[config.mk]
export PLATFORM = sky130hd
export DESIGN_NAME = uart_seq_trig_rx_flat
export DESIGN_NICKNAME = d
export VERILOG_FILES = /design/src/rtl/uart_seq_trig_rx_pkg.sv /design/src/rtl/uart_seq_trig_rx_if.sv /design/src/rtl/uart_seq_trig_rx_core.sv /design/src/rtl/uart_seq_trig_rx.sv /design/src/flat_wrapper.sv
export SDC_FILE = /design/constraint.sdc
export NUM_CORES = 1
export LEC_CHECK = 0
export CORE_MARGIN = 8
export CORE_UTILIZATION = 54
export CTS_CLUSTER_SIZE = 28
export DETAILED_ROUTE_END_ITERATION = 10
export PLACE_DENSITY = 0.81
export SLEW_MARGIN = 0
export SYNTH_ARGS = -nofsm -noshare
export SYNTH_HDL_FRONTEND = slang
export SYNTH_HIERARCHICAL = 1
export SYNTH_SLANG_ARGS = --single-unit
[constraint.sdc]
create_clock -name clk -period 3.6 [get_ports clk]
set_input_delay 0.36 -clock clk [delete_from_list [all_inputs] [get_ports clk]]
set_output_delay 0.36 -clock clk [all_outputs]
set_load 0.01 [all_outputs]
[src/rtl/uart_seq_trig_rx_pkg.sv]
// Shared types for the UART sequence-trigger receiver.
package uart_trig_pkg;

  typedef enum logic [2:0] {IDLE, START, DATA, PARITY, STOP} rx_state_t;

  localparam logic PAR_EVEN = 1'b0;
  localparam logic PAR_ODD  = 1'b1;

endpackage

[src/rtl/uart_seq_trig_rx_if.sv]
// Bundle of RX line, config inputs and receiver/trigger outputs.
interface uart_seq_trig_rx_if #(
  parameter int DATA_BITS = 8,
  parameter int SEQ_LEN   = 2,
  parameter int BAUD_W    = 16
);
  localparam int POS_W = $clog2(SEQ_LEN + 1);

  logic                         RX;
  logic [BAUD_W-1:0]            baud_cnt;
  logic                         parity_odd;
  logic                         arm;
  logic [SEQ_LEN*DATA_BITS-1:0] match;
  logic [SEQ_LEN*DATA_BITS-1:0] mask;
  logic [DATA_BITS-1:0]         rx_data;
  logic                         rx_valid;
  logic                         frame_err;
  logic                         parity_err;
  logic [POS_W-1:0]             seq_pos;
  logic                         UARTtrig;

  modport master (
    output RX, baud_cnt, parity_odd, arm, match, mask,
    input  rx_data, rx_valid, frame_err, parity_err, seq_pos, UARTtrig
  );

  modport slave (
    input  RX, baud_cnt, parity_odd, arm, match, mask,
    output rx_data, rx_valid, frame_err, parity_err, seq_pos, UARTtrig
  );

endinterface

[src/rtl/uart_seq_trig_rx_core.sv]
// UART frame receiver: 2-flop synchroniser, mid-bit sampling FSM, parity
// and stop checks; result pulses are registered one cycle after the stop sample.
module uart_rx_core
  import uart_trig_pkg::*;
#(
  parameter int DATA_BITS = 8,
  parameter int BAUD_W    = 16,
  parameter int PARITY_EN = 0
) (
  input  logic                 clk,
  input  logic                 rst,
  input  logic                 i_rx,
  input  logic [BAUD_W-1:0]    i_baud_cnt,
  input  logic                 i_parity_odd,
  output logic [DATA_BITS-1:0] o_data,
  output logic                 o_valid,
  output logic                 o_frame_err,
  output logic                 o_parity_err
);

  localparam int BIT_W = $clog2(DATA_BITS);

  logic                 r_rx_meta, r_rx_s, r_rx_p;
  rx_state_t            r_state, w_state_n;
  logic [BAUD_W-1:0]    r_cnt, w_cnt_n;
  logic [BAUD_W-1:0]    r_baud_l, w_baud_n;
  logic [BIT_W-1:0]     r_bit_cnt, w_bit_n;
  logic [DATA_BITS-1:0] r_shift, w_shift_n;
  logic                 r_par_err, w_par_err_n;
  logic [DATA_BITS-1:0] r_data, w_data_n;
  logic                 r_valid, w_valid_n;
  logic                 r_frame_err, w_frame_err_n;
  logic                 r_parity_err, w_parity_err_n;
  logic [BAUD_W-1:0]    w_half_last, w_bit_last;
  logic                 w_par_bad;

  always_ff @(posedge clk) begin
    if (rst) begin
      r_rx_meta <= 1'b1;
      r_rx_s    <= 1'b1;
      r_rx_p    <= 1'b1;
    end else begin
      r_rx_meta <= i_rx;
      r_rx_s    <= r_rx_meta;
      r_rx_p    <= r_rx_s;
    end
  end

  // Terminal counts use the baud value latched at the start edge.
  assign w_half_last = (r_baud_l >> 1) - BAUD_W'(1);
  assign w_bit_last  = r_baud_l - BAUD_W'(1);
  assign w_par_bad   = ((^r_shift) ^ r_rx_s) != i_parity_odd;

  always_comb begin
    w_state_n      = r_state;
    w_cnt_n        = r_cnt;
    w_baud_n       = r_baud_l;
    w_bit_n        = r_bit_cnt;
    w_shift_n      = r_shift;
    w_par_err_n    = r_par_err;
    w_data_n       = r_data;
    w_valid_n      = 1'b0;
    w_frame_err_n  = 1'b0;
    w_parity_err_n = 1'b0;
    unique case (r_state)
      IDLE: begin
        if (r_rx_p && !r_rx_s) begin
          w_state_n   = START;
          w_cnt_n     = '0;
          w_baud_n    = i_baud_cnt;
          w_bit_n     = '0;
          w_par_err_n = 1'b0;
        end
      end
      START: begin
        if (r_cnt == w_half_last) begin
          w_cnt_n   = '0;
          w_state_n = r_rx_s ? IDLE : DATA;
        end else begin
          w_cnt_n = r_cnt + BAUD_W'(1);
        end
      end
      DATA: begin
        if (r_cnt == w_bit_last) begin
          w_cnt_n   = '0;
          w_shift_n = {r_rx_s, r_shift[DATA_BITS-1:1]};
          if (r_bit_cnt == BIT_W'(DATA_BITS - 1)) begin
            w_state_n = (PARITY_EN != 0) ? PARITY : STOP;
          end else begin
            w_bit_n = r_bit_cnt + BIT_W'(1);
          end
        end else begin
          w_cnt_n = r_cnt + BAUD_W'(1);
        end
      end
      PARITY: begin
        if (r_cnt == w_bit_last) begin
          w_cnt_n     = '0;
          w_par_err_n = w_par_bad;
          w_state_n   = STOP;
        end else begin
          w_cnt_n = r_cnt + BAUD_W'(1);
        end
      end
      STOP: begin
        if (r_cnt == w_bit_last) begin
          w_cnt_n        = '0;
          w_state_n      = IDLE;
          w_frame_err_n  = !r_rx_s;
          w_parity_err_n = r_par_err;
          if (r_rx_s && !r_par_err) begin
            w_valid_n = 1'b1;
            w_data_n  = r_shift;
          end
        end else begin
          w_cnt_n = r_cnt + BAUD_W'(1);
        end
      end
      default: w_state_n = IDLE;
    endcase
  end

  always_ff @(posedge clk) begin
    if (rst) begin
      r_state      <= IDLE;
      r_cnt        <= '0;
      r_baud_l     <= '0;
      r_bit_cnt    <= '0;
      r_shift      <= '0;
      r_par_err    <= 1'b0;
      r_data       <= '0;
      r_valid      <= 1'b0;
      r_frame_err  <= 1'b0;
      r_parity_err <= 1'b0;
    end else begin
      r_state      <= w_state_n;
      r_cnt        <= w_cnt_n;
      r_baud_l     <= w_baud_n;
      r_bit_cnt    <= w_bit_n;
      r_shift      <= w_shift_n;
      r_par_err    <= w_par_err_n;
      r_data       <= w_data_n;
      r_valid      <= w_valid_n;
      r_frame_err  <= w_frame_err_n;
      r_parity_err <= w_parity_err_n;
    end
  end

  assign o_data       = r_data;
  assign o_valid      = r_valid;
  assign o_frame_err  = r_frame_err;
  assign o_parity_err = r_parity_err;

endmodule

[src/rtl/uart_seq_trig_rx.sv]
// UART receiver plus masked multi-character sequence matcher; UARTtrig is
// combinational from the registered rx_valid so both pulse in the same cycle.
module uart_seq_trig_rx
  import uart_trig_pkg::*;
#(
  parameter int DATA_BITS = 8,
  parameter int SEQ_LEN   = 2,
  parameter int BAUD_W    = 16,
  parameter int PARITY_EN = 0
) (
  input logic                clk,
  input logic                rst,
  uart_seq_trig_rx_if.slave  io_bus
);

  localparam int POS_W = $clog2(SEQ_LEN + 1);

  logic [DATA_BITS-1:0] w_data;
  logic                 w_valid, w_frame_err, w_parity_err;
  logic [SEQ_LEN-1:0]   w_hit;
  logic                 w_cur, w_trig;
  logic [POS_W-1:0]     r_seq_pos, w_seq_pos_n;

  uart_rx_core #(
    .DATA_BITS (DATA_BITS),
    .BAUD_W    (BAUD_W),
    .PARITY_EN (PARITY_EN)
  ) u_core (
    .clk          (clk),
    .rst          (rst),
    .i_rx         (io_bus.RX),
    .i_baud_cnt   (io_bus.baud_cnt),
    .i_parity_odd (io_bus.parity_odd),
    .o_data       (w_data),
    .o_valid      (w_valid),
    .o_frame_err  (w_frame_err),
    .o_parity_err (w_parity_err)
  );

  always_comb begin
    w_hit = '0;
    w_cur = 1'b0;
    for (int i = 0; i < SEQ_LEN; i++) begin
      w_hit[i] = (w_data | io_bus.mask[i*DATA_BITS +: DATA_BITS]) ==
                 (io_bus.match[i*DATA_BITS +: DATA_BITS] | io_bus.mask[i*DATA_BITS +: DATA_BITS]);
      if (r_seq_pos == POS_W'(i)) w_cur = w_hit[i];
    end
  end

  // A mismatching character may still restart the sequence as element 0.
  always_comb begin
    w_seq_pos_n = r_seq_pos;
    w_trig      = 1'b0;
    if (!io_bus.arm || w_frame_err || w_parity_err) begin
      w_seq_pos_n = '0;
    end else if (w_valid) begin
      if (w_cur) begin
        if (r_seq_pos == POS_W'(SEQ_LEN - 1)) begin
          w_trig      = 1'b1;
          w_seq_pos_n = '0;
        end else begin
          w_seq_pos_n = r_seq_pos + POS_W'(1);
        end
      end else if (w_hit[0]) begin
        if (SEQ_LEN == 1) begin
          w_trig      = 1'b1;
          w_seq_pos_n = '0;
        end else begin
          w_seq_pos_n = POS_W'(1);
        end
      end else begin
        w_seq_pos_n = '0;
      end
    end
  end

  always_ff @(posedge clk) begin
    if (rst) r_seq_pos <= '0;
    else     r_seq_pos <= w_seq_pos_n;
  end

  assign io_bus.rx_data    = w_data;
  assign io_bus.rx_valid   = w_valid;
  assign io_bus.frame_err  = w_frame_err;
  assign io_bus.parity_err = w_parity_err;
  assign io_bus.seq_pos    = r_seq_pos;
  assign io_bus.UARTtrig   = w_trig;

endmodule

[src/flat_wrapper.sv]
// flat-port wrapper written by rule: the top's interface ports become plain ports
module uart_seq_trig_rx_flat import uart_trig_pkg::*;
#(
  parameter int DATA_BITS = 8,
  parameter int SEQ_LEN   = 2,
  parameter int BAUD_W    = 16,
  parameter int PARITY_EN = 0
)
  (clk, rst, io_bus_RX, io_bus_baud_cnt, io_bus_parity_odd, io_bus_arm, io_bus_match, io_bus_mask, io_bus_rx_data, io_bus_rx_valid, io_bus_frame_err, io_bus_parity_err, io_bus_seq_pos, io_bus_UARTtrig);
  uart_seq_trig_rx_if #(.DATA_BITS(DATA_BITS), .SEQ_LEN(SEQ_LEN), .BAUD_W(BAUD_W)) io_bus_i ();
  input logic clk;
  input logic rst;
  input wire logic [$bits(io_bus_i.RX)-1:0] io_bus_RX;
  input wire logic [$bits(io_bus_i.baud_cnt)-1:0] io_bus_baud_cnt;
  input wire logic [$bits(io_bus_i.parity_odd)-1:0] io_bus_parity_odd;
  input wire logic [$bits(io_bus_i.arm)-1:0] io_bus_arm;
  input wire logic [$bits(io_bus_i.match)-1:0] io_bus_match;
  input wire logic [$bits(io_bus_i.mask)-1:0] io_bus_mask;
  output wire logic [$bits(io_bus_i.rx_data)-1:0] io_bus_rx_data;
  output wire logic [$bits(io_bus_i.rx_valid)-1:0] io_bus_rx_valid;
  output wire logic [$bits(io_bus_i.frame_err)-1:0] io_bus_frame_err;
  output wire logic [$bits(io_bus_i.parity_err)-1:0] io_bus_parity_err;
  output wire logic [$bits(io_bus_i.seq_pos)-1:0] io_bus_seq_pos;
  output wire logic [$bits(io_bus_i.UARTtrig)-1:0] io_bus_UARTtrig;
  assign io_bus_i.RX = io_bus_RX;
  assign io_bus_i.baud_cnt = io_bus_baud_cnt;
  assign io_bus_i.parity_odd = io_bus_parity_odd;
  assign io_bus_i.arm = io_bus_arm;
  assign io_bus_i.match = io_bus_match;
  assign io_bus_i.mask = io_bus_mask;
  assign io_bus_rx_data = io_bus_i.rx_data;
  assign io_bus_rx_valid = io_bus_i.rx_valid;
  assign io_bus_frame_err = io_bus_i.frame_err;
  assign io_bus_parity_err = io_bus_i.parity_err;
  assign io_bus_seq_pos = io_bus_i.seq_pos;
  assign io_bus_UARTtrig = io_bus_i.UARTtrig;
  uart_seq_trig_rx #(.DATA_BITS(DATA_BITS), .SEQ_LEN(SEQ_LEN), .BAUD_W(BAUD_W), .PARITY_EN(PARITY_EN)) u_core (.clk(clk), .rst(rst), .io_bus(io_bus_i));
endmodule
# After elaboration in Yosys (flattened, before gate mapping)
# Index checks and enable logic that the tools add are counted.
# classes
addsub	5
n_eq_ne	18
n_mux	29
bitwise	7
reduce_logical	23
# ops
op	count
16-bit two-way mux	3
16-bit case mux with 3 select lines	1
16-bit == test	2
8-bit OR	4
3-bit two-way mux	9
16-bit by 1-bit adder with 16-bit output (second input constant)	1
8-bit == test	2
15-bit by 1-bit subtractor with 16-bit output (second input constant)	1
16-bit by 1-bit subtractor with 16-bit output (second input constant)	1
3-bit case mux with 5 select lines	1
2-bit inequality test (second input constant)	7
1-bit two-way mux	10
8-bit parity	1
3-bit by 2-bit == test with 1-bit output (second input constant)	2
3-bit == test (second input constant)	2
2-bit two-way mux	3
3-bit case mux with 2 select lines	1
2-bit AND reduction	3
3-bit AND reduction	2
6-bit AND reduction	1
3-bit OR reduction	2
4-bit AND reduction	1
2-bit nonzero test	2
3-bit by 1-bit adder with 3-bit output (second input constant)	1
14 further kinds	19
# totals
reg_bits	63
input_bits	53
output_inout_bits	14
word_cells	96

# Logic depth before layout (Yosys ltp)
# depth
ltp_word	7
ltp_mapped	12
mapped_depth_nobuf	10

# Cells and area by module
# The synthesis kept the hierarchy.
# modules_own_cells
mod	instances	cells_each	area_each_um2	seq_area_each_um2
uart_rx_core	1	462	3699.8	1221.2
uart_seq_trig_rx	1	38	325.3	40.0

# Least setup slack after synthesis
# No wires, ideal clock.
# synth_timing
path_kind	register to register
start	register u_core.u_core.r_baud_l[2]
end	register u_core.u_core.r_cnt[1]
setup_time_ps	117
arrival_ps	2849
required_time_ps	3483
setup_slack_ps	635
path_stages_with_launch	12
path_buffers	2
period_less_slack_ps	2965
path_cell_list	dfxtp_1 -> inv_1 -> ha_1 -> clkbuf_1 -> nand2b_1 -> or3_4 -> a2111oi_4 -> o2111ai_1 -> o31ai_1 -> o211ai_2 -> buf_6 -> a22o_1
# synth_via
elab_chain_len	4
elab_cells_between_ends	7
classes_between	add/sub (2); eq/ne (2); mux (3)
# synth_rtl
element	line	text
from (decl)	uart_seq_trig_rx_core.sv:26	logic [BAUD_W-1:0] r_baud_l, w_baud_n;
from (signal assigned)	uart_seq_trig_rx_core.sv:138	r_baud_l <= w_baud_n;
16-bit by 1-bit subtractor with 16-bit output / 15-bit by 1-bit subtractor with 16-bit output (equally long branches)	uart_seq_trig_rx_core.sv:51, uart_seq_trig_rx_core.sv:50	
16-bit == test (on tied branches)	n/a	
16-bit two-way mux (on tied branches)	n/a	
16-bit case mux with 3 select lines *	uart_seq_trig_rx_core.sv:65	unique case (r_state)
to (signal assigned)	uart_seq_trig_rx_core.sv:137	r_cnt <= w_cnt_n;
to (decl)	uart_seq_trig_rx_core.sv:25	logic [BAUD_W-1:0] r_cnt, w_cnt_n;
# Mark *: on every way between the ends. The rest lies on a longest branch, timed or not.
# A chain may end at the register's enable or synchronous reset.

# Final worst setup path
# layout_timing
start	register u_core.u_core.r_baud_l[3]
end	register u_core.u_core.r_cnt[9]
# Same word-level chain as after synthesis.

==> impl_metrics.toml <==
[outcome]
status = "complete, no violations"

[yosys]
syn-num-nets = 558
synth-seq-cells = 63
synth_edf_count = 0
synth_cell_types = 62
syn_avg_cell_area_sq_um = 8.050
synthArstFlopShare_pct = 0
ys_warn_count = 6
ys.flop_type = "dfxtp_1"
netlist_instances = 500
ys_seq_area_share_pct = 31.33
syn-cell-area_sq_um = 4025

[final_layout]
drive_above_1_share_pct = 8.861
fin_area_sq_um = 4935
nets = 606
fillerInstances = 601
syn2layout_area_growth_pct = 22.60
antenna_cells = 0

[routing]
post_drt_wl_per_cell_microns = 16.27
routed_via_density = 5.709
dr.pass1.iters = 5
drtIter0Drc = 237
drc_errors = 0
ant_nets = 0
num_vias = 3722
routed_wl_microns = 10610

[die]
start_util_pct = 55.49
die-area_sq_um = 10470
rows = 31
ioPinCount = 67
core_area_sq_um = 7253
die_height_microns = 102.3
die_w_microns = 102.3

[sta]
fin_crit_sh_pct = 94.41
setup_tns_ps = 0
clock.fmax_mhz = 294.2
maxSlewHeadroom_pct = 26.96
fin_ws_ps = 201.2
setup_viol = 0
fin_skew_ps = 6.943
period_minus_slack_ps = 3399
finalHoldViolCount = 0
grt_setup_unrepaired = "false"
worst_pin_slew_ps = 1092
slew_violations = 0

[clock_network]
post_cts_buffers = 0
clk_latency_ps = 350
cts.sink_count = 63
root_buffer = "clkbuf_8"
clk_pin_slew_ps = 70
cts_resized = 0
cts_tree = "done"
cts_buffers = 9
clockBufferDepth = 2
h-tree-depth = 3
postCtsHoldBufs = 0

[hold_path]
worstHoldPathType = "flip-flop to flip-flop"

[place]
dp_hpwl_microns = 8255
gp_congestion = 0.8819
placed_area_sq_um = 4705
port_buffers = 66
dpl_worst_slack_ps = 258.7

[power_and_ir_drop]
pwr-share-clk_pct = 41.1
totalPowerFinal_uw = 1717
irDropWorstVdd_mv = 0.2669
sw_frac_of_total_pct = 26.35
p_switching_uw = 452.4
internal-power_uw = 1264
p_seq_share_pct = 42.2
leakagePower_uw = 0.001729
power_frac_comb_pct = 16.7
powerDensity_nw_per_um2 = 347.9

[global_routing]
grt_use_total_pct = 21.02
antenna_found_initial = 0
grt_pass1_vias = 3624
grt_max_degree = 37
overflow = 0
grt_pass1_wl_microns = 17420

[worst_setup_path]
cp.required_ps = 3840
crit_slowest_cell = "a2111oi_0"
cp_max_fo = 18
max_stage_delay_ps = 620
start_kind = "flip-flop"
path_class = "flip-flop to flip-flop"
path_buf_inv = 1
path_cells = "nor4_2 -> nand2b_1 -> a2111oi_0 -> o211ai_1 -> a2111oi_2 -> buf_4 -> o211ai_2 -> a21o_1 -> a22o_1"
end_kind = "flip-flop"
critPathArrivalTime_ps = 3640
critPathTopFamily = "compound AO/OA/AOI/OAI gates"

[job]
cap_violations = 0
[per-layer routing]
metal  routed length (microns)  vias up  track usage [%]
li1                          -     1860                -
met1                      4353     1738            24.43
met2                      5620      106            36.83
met3                       400       18            3.338
met4                       235        0            9.707
met5                         0        -                0
[placed cells by master (no fill, tap or decap), drive strengths merged, types with 4 or more instances in the layout]
cell / synthesis / routed
dfxtp: 63 / 63
and3: 5 / 5
inv: 15 / 16
nand4: 6 / 6
a21oi: 32 / 32
clkdlybuf4s50: 0 / 66
nand3: 17 / 17
o2111ai: 5 / 5
or4: 5 / 5
xnor2: 55 / 55
clkbuf: 28 / 10
ha: 5 / 5
nand2: 51 / 51
nor3b: 4 / 4
o21ai: 11 / 11
nor2b: 6 / 6
nor2: 52 / 52
xor2: 13 / 13
a22o: 5 / 5
buf: 5 / 4
o211ai: 4 / 4
nand2b: 7 / 7
mux2i: 19 / 19
a211oi: 4 / 4
nor3: 14 / 14
nor4: 8 / 8
o22ai: 12 / 12
or2: 10 / 10
[worst register-to-register path: cells and delay by family (launching register included)]
family / cells / cell delay [ps]
AO/OA/AOI/OAI: 6 / 1970
AND/OR/NAND/NOR: 2 / 690
buffers and inverters: 1 / 200
flip-flops: 1 / 440
[power by group through the flow]
stage	registers, uW	clock network, uW	logic (uW)
floorplan	727	0	196
global placement	740	0	276
detailed placement	740	0	282
CTS	724	721	285
global route	726	755	313
finish	725	706	286
[flip-flops by register name (all words and copies together) (netlist names)]
signal / count
u_core/u_core/o_frame_err: 1
u_core/u_core/o_parity_err: 1
u_core/u_core/r_baud_l: 16
u_core/u_core/o_valid: 1
u_core/u_core/o_data: 8
u_core/u_core/r_par_err: 1
u_core/u_core/r_cnt: 16
u_core/io_bus.seq_pos: 2
u_core/u_core/r_bit_cnt: 3
u_core/u_core/r_rx_s: 1
u_core/u_core/r_rx_meta: 1
u_core/u_core/r_shift: 8
u_core/u_core/r_rx_p: 1
u_core/u_core/r_state: 3
[cells by family (layout without fill, tap and decap cells)]
logic type / after synthesis / count (layout) / synth area share [%]
XOR/XNOR: 68 / 68 / 14.80
multiplexers: 20 / 20 / 5.005
flip-flops: 63 / 63 / 31.33
buffers and inverters: 48 / 101 / 4.911
AO/OA/AOI/OAI: 97 / 97 / 16.69
AND/OR/NAND/NOR: 199 / 199 / 25.71
adder cells (fa/ha/maj): 5 / 5 / 1.554
[final cells by class]
class                      count  area, sq um  area share [%]
multi-input combinational    389         2572           52.13
sequential                    63         1261           25.56
timing repair buffer          70        690.7           14.00
clock buffer                  10        137.6           2.789
tap                           99        123.9           2.510
clock inverter                 6        92.59           1.876
inverter                      15        56.30           1.141
[cells in the mapped netlist, types with 4 or more instances]
cell        n  area share, %
mux2i_1    19            4.7
inv_1      15            1.4
clkbuf_1   28            2.6
nor3b_1     4           0.75
xor2_1     13            2.8
and3_1      5           0.78
ha_1        5            1.6
nor2_1     50            4.7
nor4_1      7            1.1
o22ai_1    12            1.9
a211oi_1    4           0.75
a22o_1      5            1.1
nand2_1    51            4.8
o21ai_0    10            1.2
xnor2_1    55             12
or4_1       4           0.75
nor2b_1     6           0.93
a21oi_1    32            4.0
or2_2      10            1.6
o2111ai_1   5            1.1
nand4_1     5           0.78
dfxtp_1    63             31
nand3_1    17            2.1
nand2b_1    7            1.1
nor3_1     13            1.6
[per-stage QoR]
| step | util [%] | hold slack [ps] | instances |
|---|---|---|---|
| 2_1_floorplan | - | 389.5 | 500 |
| 3_3_place_gp | 64.86 | 393.3 | 636 |
| 6_report | 68.04 | 431.0 | 652 |
| 5_1_grt | 68.04 | 463.4 | 652 |
| 4_1_cts | 68.04 | 442.9 | 652 |
| 3_5_place_dp | 64.86 | 421.0 | 636 |
[path summary, 6_finish.rpt]
path | slack [ps] | endpoint | from | cells after the start
worst max-delay path | 200 | u_core/u_core/r_cnt[9]$_SDFFE_PP0P_ | u_core/u_core/r_baud_l[3]$_SDFFE_PP0P_ | 9
worst min-delay path | 430 | u_core/u_core/r_rx_s$_SDFF_PP1_ | u_core/u_core/r_rx_meta$_SDFF_PP1_ | 1
worst max register to register | 200 | u_core/u_core/r_cnt[9]$_SDFFE_PP0P_ | u_core/u_core/r_baud_l[3]$_SDFFE_PP0P_ | 9
worst min register to register | 430 | u_core/u_core/r_rx_s$_SDFF_PP1_ | u_core/u_core/r_rx_meta$_SDFF_PP1_ | 1
(Power assumes the default switching activity.)
==> patch 1: new RTL, same flow settings <==
`DATA_BITS` is set to 8 in 4 places; all go to 16.
--- a/src/rtl/uart_seq_trig_rx_if.sv
+++ b/src/rtl/uart_seq_trig_rx_if.sv
@@ -1,5 +1,5 @@
 // Bundle of RX line, config inputs and receiver/trigger outputs.
 interface uart_seq_trig_rx_if #(
-  parameter int DATA_BITS = 8,
+  parameter int DATA_BITS = 16,
   parameter int SEQ_LEN   = 2,
   parameter int BAUD_W    = 16
--- a/src/rtl/uart_seq_trig_rx_core.sv
+++ b/src/rtl/uart_seq_trig_rx_core.sv
@@ -4,5 +4,5 @@
   import uart_trig_pkg::*;
 #(
-  parameter int DATA_BITS = 8,
+  parameter int DATA_BITS = 16,
   parameter int BAUD_W    = 16,
   parameter int PARITY_EN = 0
--- a/src/rtl/uart_seq_trig_rx.sv
+++ b/src/rtl/uart_seq_trig_rx.sv
@@ -4,5 +4,5 @@
   import uart_trig_pkg::*;
 #(
-  parameter int DATA_BITS = 8,
+  parameter int DATA_BITS = 16,
   parameter int SEQ_LEN   = 2,
   parameter int BAUD_W    = 16,
--- a/src/flat_wrapper.sv
+++ b/src/flat_wrapper.sv
@@ -2,5 +2,5 @@
 module uart_seq_trig_rx_flat import uart_trig_pkg::*;
 #(
-  parameter int DATA_BITS = 8,
+  parameter int DATA_BITS = 16,
   parameter int SEQ_LEN   = 2,
   parameter int BAUD_W    = 16,
Interface: changed (resized io_bus_mask, io_bus_match and io_bus_rx_data); port bits go from 67 to 107. No check against the original RTL was run, so the function may have changed too.
==> patch 1 against the original RTL <==
Total power rose by 18%; sequential cell count rose by 17; hold slack got worse by 0.010 ns; setup slack got worse by 0.019 ns; sequential share of layout area fell by 0.32 points; combinational power rose by 42%; critical endpoint is now u_core/u_core/r_cnt[13]; fmax fell by 0.56%; wire length rose by 36%; critical path depth rose by 1; synthesized area rose by 22%; first-iteration DRC count rose by 30%; clock skew rose by 0.0064 ns; largest power group unchanged; final area rose by 29%.
==> patch 1: results (changes against the original RTL) <==
Met3 WL: 903 um (+130%)
Worst-path clk slew: 0.10 ns (+0.03 ns)
Syn Nets: 696 (+25%)
Pre-CTS setup slack: 0.00312 ns (-0.256 ns)
Top cells by count, synth: nand2_1 (89), dfxtp_1 (80), xnor2_1 (71), nor2_1 (46), a21oi_1 (43)
Final count of hold timing violations: 0 (unchanged)
First-pass iteration count of the detailed router: 5 (unchanged)
Relative slew slack: 31.9% (+4.9 points)
Filler cells: 709 (+18%)
First-pass GRT wire length: 23500 um (+35%)
Top layer in use: met4
Ys flop type: dfxtp_1
WL met1: 6660 um (+53%)
Vias per cell: 5.78 (+1.3%)
Max Clock Skew: 0.0133 ns (+0.00640 ns)
Net count reported at finish: 789 (+30%)
Slowest stage delay, CP: 0.58 ns (-0.04 ns)
Worst path top cell family by delay: simple AND/OR/NAND/NOR gates
Status: finished, final reports clean
H-Tree Depth: 3 (unchanged)
Setup Buffers After CTS: 0 (unchanged)
Gr usage total: 22.7% (+1.7 points)
Leak: 2.37 nW (+37%)
Num CTS Buffers: 9 (unchanged)
CP arrival: 3.67 ns (+0.03 ns)
Combinational power: 0.000407 W (+42%)
# port buffers: 106 (+61%)
Largest net degree at the start of global routing: 35 (-5.4%)
Worst Hold Class: flop to flop
Vias in the first global route: 4503 (+24%)
Slowest CP cell: or4_4
Sw Share: 29.0% (+2.6 points)
Final wirelength: 14400 um (+36%)
Later-pin clock latency in the skew report: 0.36 ns
Hpwl dp: 11400 um (+38%)
# diodes: 0 (unchanged)
Starting DRT DRC Count: 307 (+30%)
Met2 Use GR: 36.0% (-0.80 points)
Met2 routed WL: 6660 um (+18%)
Gpl congestion: 0.914 (+3.7%)
Root buffer cell: clkbuf_8
Net Sw Power: 0.000589 W (+30%)
Crit-path max FO: 28 (+10)
Seq/Total Area, Yosys: 32.7% (+1.4 points)
Clock-net power: 0.000708 W (about the same)
Worst IR Drop VDD: 217 uV (-19%)
Synth cell types: 64 (+3.2%)
Share of cells above drive strength 1: 9.22% (+0.36 points)
Met3 GRT Util: 5.47% (+2.1 points)
Clk buf depth: 2 (unchanged)
Met1 usage: 29.9% (+5.5 points)
Main area contributors after synthesis: dfxtp_1 (33%), xnor2_1 (13%), nand2_1 (6.8%)
==> patch 1: cell types whose count changed after synthesis, sizes merged, moves of 6 or more <==
| cell | delta |
|---|---|
| and3 | +6 |
| a221o | +7 |
| or3 | +6 |
| xnor2 | +16 |
| dfxtp | +17 |
| nor4 | +6 |
| a21oi | +11 |
| a31oi | +6 |
| clkbuf | +6 |
| nand2 | +38 |
==> patch 1: path summary, 6_finish.rpt <==
kind	from	end	slack [ns]	cells after the start
max	u_core/u_core/r_baud_l[10]	u_core/u_core/r_cnt[13]	0.18	10
max reg2reg	u_core/u_core/r_baud_l[10]	u_core/u_core/r_cnt[13]	0.18	10
min	u_core/u_core/r_rx_meta	u_core/u_core/r_rx_s	0.42	1
min reg2reg	u_core/u_core/r_rx_meta	u_core/u_core/r_rx_s	0.42	1
==> patch 1: final cells by class <==
class	count	share of cell area (%)
multi-input combinational	471	49.1
clock inverter	7	1.44
inverter	12	0.709
clock buffer	9	1.95
timing repair buffer	126	19.4
tap	108	2.13
sequential	80	25.2
==> patch 1: repair_timing <==
| item | 4_1_cts | 5_1_grt |
|---|---|---|
| gates resized for setup | 1 | 11 |
| setup endpoints to repair | 5 | 37 |
| cloned | 0 | 0 |
==> patch 1: cells by family after synthesis <==
kind of cell / share of synthesized area [%]
XOR/XNOR: 15.9
multiplexers: 4.90
buffers and inverters: 4.80
AO/OA/AOI/OAI: 14.3
AND/OR/NAND/NOR: 26.4
flip-flops: 32.7
adder cells (fa/ha/maj): 1.02
==> patch 1: metrics by stage <==
| step | std cells | area (um^2) |
|---|---|---|
| global placement | 797 | 6080 |
| floorplan | 607 | 4900 |
| CTS | 813 | 6300 |
| finish | 813 | 6350 |
| detailed placement | 797 | 6080 |
| global route | 813 | 6350 |
==> patch 2: new RTL, config.mk and constraints unchanged <==
Without the edit above. `r_shift` and `r_data` no longer have a reset.
--- a/src/rtl/uart_seq_trig_rx_core.sv
+++ b/src/rtl/uart_seq_trig_rx_core.sv
@@ -127,7 +127,5 @@
       r_baud_l     <= '0;
       r_bit_cnt    <= '0;
-      r_shift      <= '0;
       r_par_err    <= 1'b0;
-      r_data       <= '0;
       r_valid      <= 1'b0;
       r_frame_err  <= 1'b0;
@@ -138,11 +136,14 @@
       r_baud_l     <= w_baud_n;
       r_bit_cnt    <= w_bit_n;
-      r_shift      <= w_shift_n;
       r_par_err    <= w_par_err_n;
-      r_data       <= w_data_n;
       r_valid      <= w_valid_n;
       r_frame_err  <= w_frame_err_n;
       r_parity_err <= w_parity_err_n;
     end
+  end
+
+  always_ff @(posedge clk) begin
+    r_shift <= w_shift_n;
+    r_data  <= w_data_n;
   end
 
Function: no difference found for any inputs over 10 cycles, from zero or initial values and one cycle with rst high; that may be too few to reach the edited logic, so the function may still have changed.
==> patch 2 against the original RTL <==
Die area is 0.68% higher; first-iteration DRC count increased by 8.9%; hold slack worse by 0.020 ns; sequential cell count unchanged; highest routed layer unchanged; largest cell class unchanged; combinational power grew 5%; sequential power grew 3.7%; synthesized area up 0.81%; setup slack better by 0.024 ns; critical path depth up 1; wire length increased by 3.1%; clock power increased by 7.6%; total power is 5.5% higher; final area rose by 2.1%.
==> patch 2: results (changes against the original RTL) <==
Max Clock Skew: 0.00740 ns (+0.000459 ns)
First-pass iteration count of the detailed router: 4 (-1)
Vias: 3689 (-0.89%)
Leak: 1.80 nW (+4.0%)
Ys flop type: dfxtp_1
Filler cells: 594 (-1.2%)
Gr usage total: 21.0% (-0.052 points)
Starting DRT DRC Count: 258 (+8.9%)
Later-pin clock latency in the skew report: 0.34 ns
Met3 WL: 785 um (+96%)
Share of cells above drive strength 1: 8.80% (-0.059 points)
Top cells by count, synth: nand2_1 (55), xnor2_1 (48), dfxtp_1 (47), nor2_1 (26)
Net count reported at finish: 587 (-3.1%)
Met3 GRT Util: 4.52% (+1.2 points)
Seq/Total Area, Yosys: 35.0% (+3.7 points)
Clk buf depth: 2 (unchanged)
Top layer in use: met4
Final wirelength: 10900 um (+3.1%)
Status: finished, final reports clean
Sw Share: 24.4% (-2.0 points)
Largest registers: u_core/u_core/r_baud_l (16), u_core/u_core/r_cnt (16)
Largest net degree at the start of global routing: 22 (-41%)
Met2 Use GR: 33.4% (-3.4 points)
Syn Nets: 532 (-4.7%)
Number of max-cap violations: 0 (unchanged)
Initial antenna violation count: 0 (unchanged)
Synth cell types: 63 (+1.6%)
Worst IR Drop VDD: 285 uV (+6.8%)
Crit-path max FO: 8 (-10)
GRT busiest layer: met2
Met1 usage: 26.7% (+2.2 points)
# diodes: 0 (unchanged)
Worst Hold Class: flop to flop
Post-synth EDFFs: 16 (+16)
Root buffer cell: clkbuf_8
Yosys warns: 6 (unchanged)
Worst-Margin Slew: 0.949 ns (-0.142 ns)
Main area contributors after synthesis: dfxtp_1 (23%), edfxtp_1 (12%), xnor2_1 (10%)
Vias in the first global route: 3494 (-3.6%)
Num CTS Buffers: 9 (unchanged)
Gpl congestion: 0.912 (+3.4%)
Met2 routed WL: 5120 um (-8.9%)
Hpwl dp: 8290 um (+0.47%)
# port buffers: 66 (unchanged)
WL met1: 4800 um (+10%)
First-pass GRT wire length: 17300 um (-0.56%)
==> patch 2: cell types whose count changed in the layout (fill, tap and decap cells not counted), moves of 9 or more <==
cell,before,now
nor2_1,50,26
dfxtp_1,63,47
edfxtp_1,0,16
mux2i_1,19,5
buf_4,4,15
and3_1,5,15
o21ai_0,10,19
==> patch 2: critical path: stages, from the launching register on <==
cell	delay, ns
dfxtp_1	0.38
inv_1	0.11
ha_2	0.27
or4b_1	0.54
or3_1	0.34
a31oi_1	0.17
a21oi_1	0.13
a2111oi_4	0.36
nor2_1	0.15
or4_1	0.55
a32o_1	0.26
==> patch 2: kinds of logic after synthesis <==
family          count (synthesis)  synth area share [%]
compound gates                105                  17.7
xor+xnor                       68                  14.7
fa+ha+maj                       5                  1.54
buf+inv                        49                  5.46
flops                          63                  35.0
mux                             6                  1.51
simple gates                  178                  24.1
==> patch 2: through the flow <==
stage / instance area (um^2) / setup WS, ns / power (W) / hold slack [ns] / cells
3_3_place_gp: 4770 / 0.355 / 0.00105 / 0.397 / 615
2_1_floorplan: 4060 / 0.246 / 0.000949 / 0.389 / 474
5_1_grt: 5040 / 0.0250 / 0.00188 / 0.433 / 633
4_1_cts: 5010 / 0.188 / 0.00182 / 0.416 / 631
6_report: 5040 / 0.226 / 0.00181 / 0.411 / 633
3_5_place_dp: 4770 / 0.208 / 0.00106 / 0.399 / 615
==> patch 2: area by class of cell <==
| cell class | instances | area [um^2] | share of cell area [%] |
|---|---|---|---|
| repair buffers | 81 | 773 | 15.3 |
| clock buffers | 11 | 141 | 2.81 |
| flip-flops and latches | 63 | 1420 | 28.2 |
| clock inverters | 5 | 104 | 2.06 |
| inverters | 12 | 45.0 | 0.894 |
| multi-input cells | 362 | 2430 | 48.2 |
| well taps | 99 | 124 | 2.46 |
==> patch 2: timing repair <==
item                       in CTS  in global routing
setup endpoints to repair       0                  6
resized for setup               0                  2
setup buffers                   0                  2
==> patch 2: path summary, 6_finish.rpt <==
path | start | end | slack (ns) | cells after the start
setup / recovery | u_core/u_core/r_baud_l[2] | u_core/u_core/r_state[1] | 0.23 | 10
hold / removal | u_core/u_core/r_rx_meta | u_core/u_core/r_rx_s | 0.41 | 1
setup reg to reg | u_core/u_core/r_baud_l[2] | u_core/u_core/r_state[1] | 0.23 | 10
hold reg to reg | u_core/u_core/r_rx_meta | u_core/u_core/r_rx_s | 0.41 | 1
==> patch 2: power groups by stage <==
stage / clock network [W] / logic (W) / registers (W)
floorplan: 0 / 0.000196 / 0.000753
global placement: 0 / 0.000283 / 0.000766
detailed placement: 0 / 0.000290 / 0.000767
CTS: 0.000774 / 0.000292 / 0.000751
global route: 0.000803 / 0.000324 / 0.000753
finish: 0.000760 / 0.000299 / 0.000752
